<file path="src/rtl/ram_block_mover.sv">
// Command-driven FILL / COPY / CHECK initiator for a single-port RAM with combinational read.
// The mem_* outputs are flops loaded from next-state logic, so nothing on the command inputs reaches them combinationally.
module ram_block_mover #(
  parameter int AW = 14,
  parameter int DW = 16
) (
  input  logic          clk,
  input  logic          reset,
  input  logic          start,
  input  logic [1:0]    op,
  input  logic [AW-1:0] src,
  input  logic [AW-1:0] dst,
  input  logic [AW:0]   len,
  input  logic [DW-1:0] pattern,
  output logic          busy,
  output logic          done,
  output logic          err,
  output logic [AW:0]   mism_cnt,
  output logic [AW-1:0] mem_add,
  output logic [DW-1:0] mem_in,
  output logic          mem_load,
  input  logic [DW-1:0] mem_out
);

  typedef enum logic [2:0] {S_IDLE, S_FILL, S_CRD, S_CWR, S_CHK, S_DONE} state_t;

  state_t        state_q, state_d;
  logic [AW-1:0] src_q, src_d, dst_q, dst_d;
  logic [AW:0]   len_q, len_d, i_q, i_d, mism_q, mism_d;
  logic [DW-1:0] pat_q, pat_d;
  logic          busy_q, busy_d, done_q, done_d, err_q, err_d;
  logic [AW-1:0] mem_add_q, mem_add_d;
  logic [DW-1:0] mem_in_q, mem_in_d;
  logic          mem_load_q, mem_load_d;
  logic [AW:0]   i_nx;
  logic          last;

  // i counts words already completed; last means the word now finishing is the final one.
  assign i_nx = i_q + (AW+1)'(1);
  assign last = (i_nx == len_q);

  always_comb begin
    state_d    = state_q;
    src_d      = src_q;
    dst_d      = dst_q;
    len_d      = len_q;
    pat_d      = pat_q;
    i_d        = i_q;
    busy_d     = busy_q;
    done_d     = 1'b0;
    err_d      = err_q;
    mism_d     = mism_q;
    mem_add_d  = '0;
    mem_in_d   = '0;
    mem_load_d = 1'b0;
    case (state_q)
      S_IDLE: begin
        if (start) begin
          src_d  = src;
          dst_d  = dst;
          len_d  = len;
          pat_d  = pattern;
          i_d    = '0;
          err_d  = 1'b0;
          mism_d = '0;
          if (len == '0 || op == 2'b11) begin
            state_d = S_DONE;
            done_d  = 1'b1;
            busy_d  = 1'b0;
            err_d   = (op == 2'b11);
          end else begin
            busy_d = 1'b1;
            case (op)
              2'b00: begin
                state_d    = S_FILL;
                mem_add_d  = dst;
                mem_in_d   = pattern;
                mem_load_d = 1'b1;
              end
              2'b01: begin
                state_d   = S_CRD;
                mem_add_d = src;
              end
              default: begin
                state_d   = S_CHK;
                mem_add_d = dst;
              end
            endcase
          end
        end
      end
      S_FILL: begin
        i_d = i_nx;
        if (last) begin
          state_d = S_DONE;
          done_d  = 1'b1;
          busy_d  = 1'b0;
        end else begin
          mem_add_d  = dst_q + i_nx[AW-1:0];
          mem_in_d   = pat_q;
          mem_load_d = 1'b1;
        end
      end
      S_CRD: begin
        // The write-data flop doubles as the copy buffer.
        state_d    = S_CWR;
        mem_add_d  = dst_q + i_q[AW-1:0];
        mem_in_d   = mem_out;
        mem_load_d = 1'b1;
      end
      S_CWR: begin
        i_d = i_nx;
        if (last) begin
          state_d = S_DONE;
          done_d  = 1'b1;
          busy_d  = 1'b0;
        end else begin
          state_d   = S_CRD;
          mem_add_d = src_q + i_nx[AW-1:0];
        end
      end
      S_CHK: begin
        if (mem_out != pat_q) mism_d = mism_q + (AW+1)'(1);
        i_d = i_nx;
        if (last) begin
          state_d = S_DONE;
          done_d  = 1'b1;
          busy_d  = 1'b0;
        end else begin
          mem_add_d = dst_q + i_nx[AW-1:0];
        end
      end
      S_DONE: state_d = S_IDLE;
      default: state_d = S_IDLE;
    endcase
  end

  always_ff @(posedge clk or posedge reset) begin
    if (reset) begin
      state_q    <= S_IDLE;
      src_q      <= '0;
      dst_q      <= '0;
      len_q      <= '0;
      pat_q      <= '0;
      i_q        <= '0;
      busy_q     <= 1'b0;
      done_q     <= 1'b0;
      err_q      <= 1'b0;
      mism_q     <= '0;
      mem_add_q  <= '0;
      mem_in_q   <= '0;
      mem_load_q <= 1'b0;
    end else begin
      state_q    <= state_d;
      src_q      <= src_d;
      dst_q      <= dst_d;
      len_q      <= len_d;
      pat_q      <= pat_d;
      i_q        <= i_d;
      busy_q     <= busy_d;
      done_q     <= done_d;
      err_q      <= err_d;
      mism_q     <= mism_d;
      mem_add_q  <= mem_add_d;
      mem_in_q   <= mem_in_d;
      mem_load_q <= mem_load_d;
    end
  end

  assign busy     = busy_q;
  assign done     = done_q;
  assign err      = err_q;
  assign mism_cnt = mism_q;
  assign mem_add  = mem_add_q;
  assign mem_in   = mem_in_q;
  assign mem_load = mem_load_q;

endmodule

</file>
<file path="config.mk">
export PLATFORM = sky130hd
export DESIGN_NAME = ram_block_mover
export DESIGN_NICKNAME = d
export VERILOG_FILES = /design/src/rtl/ram_block_mover.sv
export SDC_FILE = /design/constraint.sdc
export NUM_CORES = 1
export LEC_CHECK = 0
export BUFFER_PORTS_ARGS = -buffer_cell sky130_fd_sc_hd__buf_2
export CORE_ASPECT_RATIO = 0.8
export CORE_MARGIN = 4
export CORE_UTILIZATION = 55
export DETAILED_ROUTE_END_ITERATION = 6
export GPL_TIMING_DRIVEN = 1
export HOLD_SLACK_MARGIN = 0.02
export PLACE_DENSITY = 0.78
export SETUP_SLACK_MARGIN = 0.15
export SYNTH_ARGS = -nofsm -noshare
export SYNTH_HDL_FRONTEND = slang
export SYNTH_SLANG_ARGS = --single-unit
</file>
<file path="constraint.sdc">
create_clock -name clk -period 9.5 [get_ports clk]
set_input_delay 1.425 -clock clk [delete_from_list [all_inputs] [get_ports clk]]
set_output_delay 1.425 -clock clk [all_outputs]
set_load 0.05 [all_outputs]
</file>
==> impl_metrics.tcl, run 1 <==
set metrics [dict create \
    grt_pass1_wl_um 34200 \
    drc_errors 0 \
    swShare 0.457 \
    fmax_mhz 285 \
    yosys.area.top_type "dfrtp_1" \
    area_growth_syn_to_layout_pct 16.9 \
    ys_types 66 \
    synth_xor_area_frac 0.0949 \
    critPathMaxFanout 10 \
    synth_top_family_by_area "simple AND/OR/NAND/NOR gates" \
    boundaryPins 129 \
    setup_viol 0 \
    fin_crit_ns 3.51 \
    yosys-top-cells-area "dfrtp_1 (39%), nand2_1 (12%), ha_1 (6.7%)" \
    worstSetupStartpointType "flop" \
    ys.flop_type "dfrtp_1" \
    async_reset_ff_frac 1.00 \
    peakVddDrop_mv 0.244 \
    first_pass_iters 5 \
    r2r.worst_path.cells 12 \
    finClkSkew_ns 0.00716 \
    placed_area_um2 8830 \
    multi_input_area_um2 4670 \
    hold_buffers 0 \
    initial_core_util 0.563 \
    vias 7216 \
    cts.clk_slew.worst_paths_ns 0.06 \
    grt_pass1_vias 6859 \
    timing.critical_path.arrival_ns 3.80 \
    viasPerCell 5.79 \
    nets 1176 \
    crit_start "i_q[2]$_DFFE_PP0P_" \
    rsz0062_at_grt "no" \
    synth_compound_area_frac 0.174 \
    synth_warnings 0 \
    ant_nets 0 \
    cp.depth 12 \
    cts.htree.levels 4 \
    drt_iter0_drc 585 \
    p_comb_frac 0.490 \
    cp_slowest_cell "dfrtp_1" \
    synthCells 933 \
    grt_usage 0.260 \
    post_cts_buffers 0 \
    cts_buffers 17 \
    p_leak_uw 0.00481 \
    cts_resized 0 \
    final_common_cell "nand2_1" \
    crit_type "reg2reg" \
    path_buf_inv 0 \
    synth_fp_nets 1059 \
    p_int_uw 1660 \
    synthMuxAreaShare 0.0101 \
    clock_latency_ns 0.42 \
    synth_top_area_frac 0.392 \
    crit_chain "nand3_1, o21ai_0, nand2_1, ha_1, and2_1, o21ai_0, o31ai_1, o41ai_1, o21ai_0, xnor2_1, nand2_1, o211ai_1" \
    drive_above_1_share 0.178 \
    hold_viol_final 0 \
    stdcell_count 1246 \
    slowest_delay_ns 0.52 \
    mostFrequentLayoutCells "nand2_1 (265), buf_2 (128), dfrtp_1 (126), o21ai_0 (50), xnor2_1 (44)" \
    critPathTopFamily "compound AO/OA/AOI/OAI gates" \
    grt_overflow 0 \
    cpMostUsedCell "o21ai_0" \
    fp-row-count 39 \
    drt-total-wl_um 20900 \
    syn_area_per_cell_um2 8.62 \
    endpoint "mem_add[13]$_DFF_PP0_" \
    synthAdderAreaFrac 0.0743 \
    power_density_nw_per_um2 325 \
    timing.rr.start "i_q[2]$_DFFE_PP0P_" \
    core-area_um2 14300 \
    timing.hold.ws_ns 0.485 \
    required_ns 9.79 \
    tritoncts "yes" \
    slew_headroom 0.434 \
    worst-r2r-setup-slack_ns 5.99 \
    grt_max_degree 85 \
    cts.sinks 126 \
    layout.filler_cells 1186 \
    gp_congestion 0.879 \
    ys_seq_area_frac 0.392 \
    portBuffers 128 \
    synthSimpleGateAreaFrac 0.226 \
    power_frac_seq 0.299 \
    cts.root.buffer_cell "clkbuf_16" \
    end_kind "flop" \
    r2r_end "mem_add[13]$_DFF_PP0_" \
    synth_edf_count 0 \
    hpwl_um 15000 \
    min_period_over_period 0.369 \
    wire_per_inst_um 16.8 \
    antenna_found_initial 0 \
    maxSlewViolCount 0 \
    post-route-util 0.658 \
    outcome "finished clean" \
    die-area_um2 16600 \
    final.setup.tns_ns 0 \
    syn_area_um2 8050 \
    dp_cells 1215 \
    antenna_cells 0 \
    power.share.clock 0.211 \
    min_path_type "reg2reg" \
    switching_power_uw 1400 \
    cap_violations 0 \
    fin_area_um2 9410 \
    die_h_um 116 \
    final-seq-area_um2 3150 \
    ys_ff_latch 126 \
    tightest_slew_ns 0.849 \
    cts.path.max_buffers 2 \
    die_w_um 143 \
]
## flip-flops by register name (all words and copies together) (netlist names), 14 cells and up
register  count
mem_in       16
pat_q        16
i_q          15
len_q        15
mism_cnt     15
dst_q        14
mem_add      14
src_q        14
## logic make-up (layout without fill, tap and decap cells)
| group | Yosys count | in the layout |
|---|---|---|
| simple gates | 407 | 407 |
| compound gates | 205 | 205 |
| flops | 126 | 126 |
| xor+xnor | 84 | 84 |
| buf+inv | 57 | 186 |
| fa+ha+maj | 46 | 46 |
| mux | 8 | 8 |
## stage by stage
stage,worst slack [ns],power (uW)
2_1_floorplan,4.72,2030
3_3_place_gp,6.05,2360
3_5_place_dp,6.01,2390
4_1_cts,6.00,3060
5_1_grt,5.71,3260
6_report,5.99,3060
## final cells by class
type | count | area share
sequential | 126 | 0.335
inverter | 20 | 0.00824
clock buffer | 18 | 0.0467
clock inverter | 13 | 0.0150
multi-input combinational | 750 | 0.497
timing repair buffer | 135 | 0.0737
tap | 184 | 0.0245
## cell usage after synthesis, drive strengths merged (8+ instances only)
cell and instances:
o21a 10, o21ai 53, nor2b 10, a22oi 11, nor3 11, nor2 39
dfrtp 126, xor2 38, and3 10, buf 8, xnor2 44, nand3 19
or3 8, nand4 16, a21oi 42, a21o 10, nand2 266, inv 20
clkbuf 29, ha 43, a211oi 11
## worst reg2reg max path, cell delays in order (launching register included)
cell and delay [ns]:
dfrtp_1 0.52, nand3_1 0.39, o21ai_0 0.45, nand2_1 0.20, ha_1 0.37, and2_1 0.15
o21ai_0 0.14, o31ai_1 0.13, o41ai_1 0.41, o21ai_0 0.27, xnor2_1 0.18, nand2_1 0.08
o211ai_1 0.09
## power groups by stage
| stage | Combinational [uW] | Sequential, uW | Clock [uW] |
|---|---|---|---|
| global placement | 1450 | 915 | 0 |
| floorplan | 934 | 1100 | 0 |
| detailed placement | 1480 | 914 | 0 |
| global route | 1640 | 940 | 679 |
| CTS | 1490 | 912 | 654 |
| finish | 1500 | 914 | 645 |
## worst min-delay path by stage
stage,startpoint,to,slack (ns),cells after the start
after floorplan,src_q[0]$_DFFE_PP0P_,src_q[0]$_DFFE_PP0P_,0.45,2
after global placement,err$_DFFE_PP0P_,err$_DFFE_PP0P_,0.46,2
after detailed placement,err$_DFFE_PP0P_,err$_DFFE_PP0P_,0.47,2
after CTS,src_q[11]$_DFFE_PP0P_,src_q[11]$_DFFE_PP0P_,0.49,2
after global routing,src_q[10]$_DFFE_PP0P_,src_q[10]$_DFFE_PP0P_,0.53,2
final,src_q[11]$_DFFE_PP0P_,src_q[11]$_DFFE_PP0P_,0.49,2
## per-layer routing
layer,global-route usage,up-vias,wire length (um)
li1,-,3493,-
met1,0.377,3413,9840
met2,0.399,291,9240
met3,0.0598,19,1630
met4,0.0627,0,196
met5,0,-,0
Note: power is estimated with default switching activity, not from simulation.
==> inputs of run 2 (changes only) <==
--- a/config.mk
+++ b/config.mk
@@ -5,14 +5,15 @@
 export SDC_FILE = /design/constraint.sdc
 export NUM_CORES = 1
 export LEC_CHECK = 0
+export ABC_AREA = 1
 export BUFFER_PORTS_ARGS = -buffer_cell sky130_fd_sc_hd__buf_2
 export CORE_ASPECT_RATIO = 0.8
 export CORE_MARGIN = 4
-export CORE_UTILIZATION = 55
+export CORE_UTILIZATION = 52
 export DETAILED_ROUTE_END_ITERATION = 6
 export GPL_TIMING_DRIVEN = 1
 export HOLD_SLACK_MARGIN = 0.02
-export PLACE_DENSITY = 0.78
+export PLACE_DENSITY = 0.77
 export SETUP_SLACK_MARGIN = 0.15
 export SYNTH_ARGS = -nofsm -noshare
 export SYNTH_HDL_FRONTEND = slang
==> constraint.sdc (replaced) <==
create_clock -name clk -period 3.05 [get_ports clk]
set_input_delay 0.4575 -clock clk [delete_from_list [all_inputs] [get_ports clk]]
set_output_delay 0.4575 -clock clk [all_outputs]
set_load 0.05 [all_outputs]
==> run 2 against run 1 <==
Compared with the run above: cell area increased by 6.2%; clock power grew to 3.1 times the previous value; critical path type unchanged; power grew to 3.5 times the previous value; largest cell class unchanged; clock-buffer cell count increased by 1; highest routed layer unchanged; largest power group unchanged; combinational power rose to 3.9 times the previous value.
==> impl_metrics.tcl, run 2 <==
set metrics [dict create \
    outcome "finished clean" \
    drive_above_1_share 0.174 \
    grt_usage 0.270 \
    cts_buffers 17 \
    hold_buffers 0 \
    drt_iter0_drc 727 \
    cts.path.max_buffers 2 \
    end_kind "flop" \
    clock_latency_ns 0.43 \
    critPathMaxFanout 8 \
    fmax_mhz 362 \
    die_h_um 122 \
    ys.flop_type "dfrtp_1" \
    gp_congestion 0.952 \
    p_leak_uw 0.00507 \
    antenna_found_initial 0 \
    layout.filler_cells 1397 \
    tightest_slew_ns 1.14 \
    yosys-top-cells-area "dfrtp_1 (38%), nand2_1 (15%), ha_1 (6.4%)" \
    yosys.area.top_type "dfrtp_1" \
    drt-total-wl_um 24300 \
    drc_errors 0 \
    synth_warnings 0 \
    worstSetupStartpointType "flop" \
    die_w_um 150 \
    slew_headroom 0.239 \
    final_common_cell "nand2_1" \
    slowest_delay_ns 0.45 \
    finClkSkew_ns 0.00758 \
    fin_crit_ns 2.76 \
    power_density_nw_per_um2 1080 \
    ys_seq_area_frac 0.376 \
    syn_area_per_cell_um2 7.33 \
    synth_fp_nets 1271 \
    synthCells 1145 \
    grt_pass1_wl_um 38700 \
    initial_core_util 0.531 \
    crit_start "i_q[2]$_DFFE_PP0P_" \
    rsz0062_at_grt "yes" \
    antenna_cells 0 \
    synth_top_area_frac 0.376 \
    required_ns 3.35 \
    fin_total_pwr_uw 10800 \
    vias 8222 \
    min_path_type "in2async" \
    cts.clk_slew.worst_paths_ns 0.06 \
    multi_input_area_um2 4730 \
    maxSlewViolCount 0 \
    grt_max_degree 127 \
    timing.critical_path.arrival_ns 3.07 \
    timing.rr.start "i_q[2]$_DFFE_PP0P_" \
    cpMostUsedCell "nand4_1" \
    synth_edf_count 0 \
    cts.htree.levels 4 \
    grt_pass1_vias 7644 \
    ys_types 37 \
    setup_viol 0 \
    peakVddDrop_mv 0.533 \
    grt_overflow 0 \
    ant_nets 0 \
    cp_slowest_cell "dfrtp_2" \
    cts.root.buffer_cell "clkbuf_16" \
    ys_ff_latch 126 \
    cts.sinks 126 \
    viasPerCell 5.47 \
    cap_violations 0 \
    crit_chain "nand2_1, nor2_4, buf_4, nand4_1, nand2_1, inv_1, ha_1, inv_1, nor3_2, nand4_1, nor2_2, o21ai_0, nand4_1, nand3_1" \
    nets 1402 \
    crit_type "reg2reg" \
    yosys-top-cells-count "nand2_1 (338), dfrtp_1 (126), inv_1 (116)" \
    die-area_um2 18300 \
    boundaryPins 129 \
    portBuffers 128 \
    syn_area_um2 8400 \
    mostFrequentLayoutCells "nand2_1 (336), buf_2 (128), dfrtp_1 (120), inv_1 (114), nand3_1 (104)" \
    final-seq-area_um2 3160 \
    core-area_um2 15800 \
    wire_per_inst_um 16.2 \
    min_period_over_period 0.906 \
    fp-row-count 41 \
    async_reset_ff_frac 1.00 \
    hpwl_um 17700 \
    area_growth_syn_to_layout_pct 19.0 \
    first_pass_iters 6 \
    hold_viol_final 0 \
    synth_most_common_cell "nand2_1" \
    tritoncts "yes" \
    final.setup.tns_ns 0 \
]
-- run 2: cell count changes after synthesis, moves of 12 or more --
cell      delta
nand2_1     +72
o21ai_0     +52
nand3_1     +85
xnor2_1     -16
nor2_1      +19
nand4_1     +12
inv_1       +98
nand3b_1    +30
-- run 2: area by class of cell --
class	instances	share of cell area
Sequential cell	126	0.316
Inverter	119	0.0451
Timing Repair Buffer	147	0.0809
Tap cell	215	0.0269
Multi-Input combinational cell	865	0.474
Clock buffer	19	0.0453
Clock inverter	13	0.0115
-- run 2: routing by layer --
layer  global-route usage  routed length [um]  vias up
li1                     -                   -     4049
met2                0.397               10500      318
met4               0.0680                 408        0
met5                    0                   0        -
met1                0.401               11300     3813
met3               0.0647                2130       42
-- run 2: what timing repair did --
action / 4_1_cts / 5_1_grt
setup endpoints to repair: 6 / 8
pin swaps: 0 / 2
buffers inserted: 0 / 2
resized for setup: 3 / 29
-- run 2: worst max-delay path: cells and delay by family, from the launching register on --
family          cells  cell delay, ns
fa+ha+maj           1            0.32
simple gates        9            1.38
flops               1            0.45
buf+inv             3            0.37
compound gates      1            0.10
-- run 2: worst paths after layout --
| check | end | slack, ns | cells past startpoint |
|---|---|---|---|
| hold / removal | src_q[11]$_DFFE_PP0P_ | 0.20 | 3 |
| max in group asynchronous | i_q[3]$_DFFE_PP0P_ | 2.26 | 3 |
| min in group clk | len_q[1]$_DFFE_PP0P_ | 0.24 | 3 |
| setup reg to reg | mem_add[13]$_DFF_PP0_ | 0.29 | 14 |
| hold reg to reg | src_q[10]$_DFFE_PP0P_ | 0.49 | 2 |
| setup / recovery | mem_add[13]$_DFF_PP0_ | 0.29 | 14 |
-- run 2: power breakdown --
group	internal, uW	switching (uW)
registers	2350	584
logic	1980	3890
clock network	1160	819
-- run 2: cells by family (layout without fill, tap and decap cells) --
kind of cell,count (synthesis),count (layout),share of synthesized area
and+or+nand+nor,590,590,0.311
xor gates and xnor gates,55,55,0.0574
buffers and inverters,154,298,0.0721
AOI/OAI and AO/OA,174,174,0.112
DFF,126,126,0.376
adders and majority gates,46,46,0.0712
-- run 2: through the flow --
stage / hold slack [ns] / utilization / cells / setup WS, ns / instance area, um2
final: 0.196 / 0.632 / 1504 / 0.286 / 9990
after CTS: 0.232 / 0.626 / 1502 / 0.131 / 9880
after floorplan: 0.448 / - / 1145 / 0.407 / 8400
after global routing: 0.247 / 0.632 / 1504 / 0.118 / 9990
after detailed placement: 0.470 / 0.589 / 1470 / 0.0498 / 9310
after global placement: 0.469 / 0.589 / 1470 / 0.186 / 9310
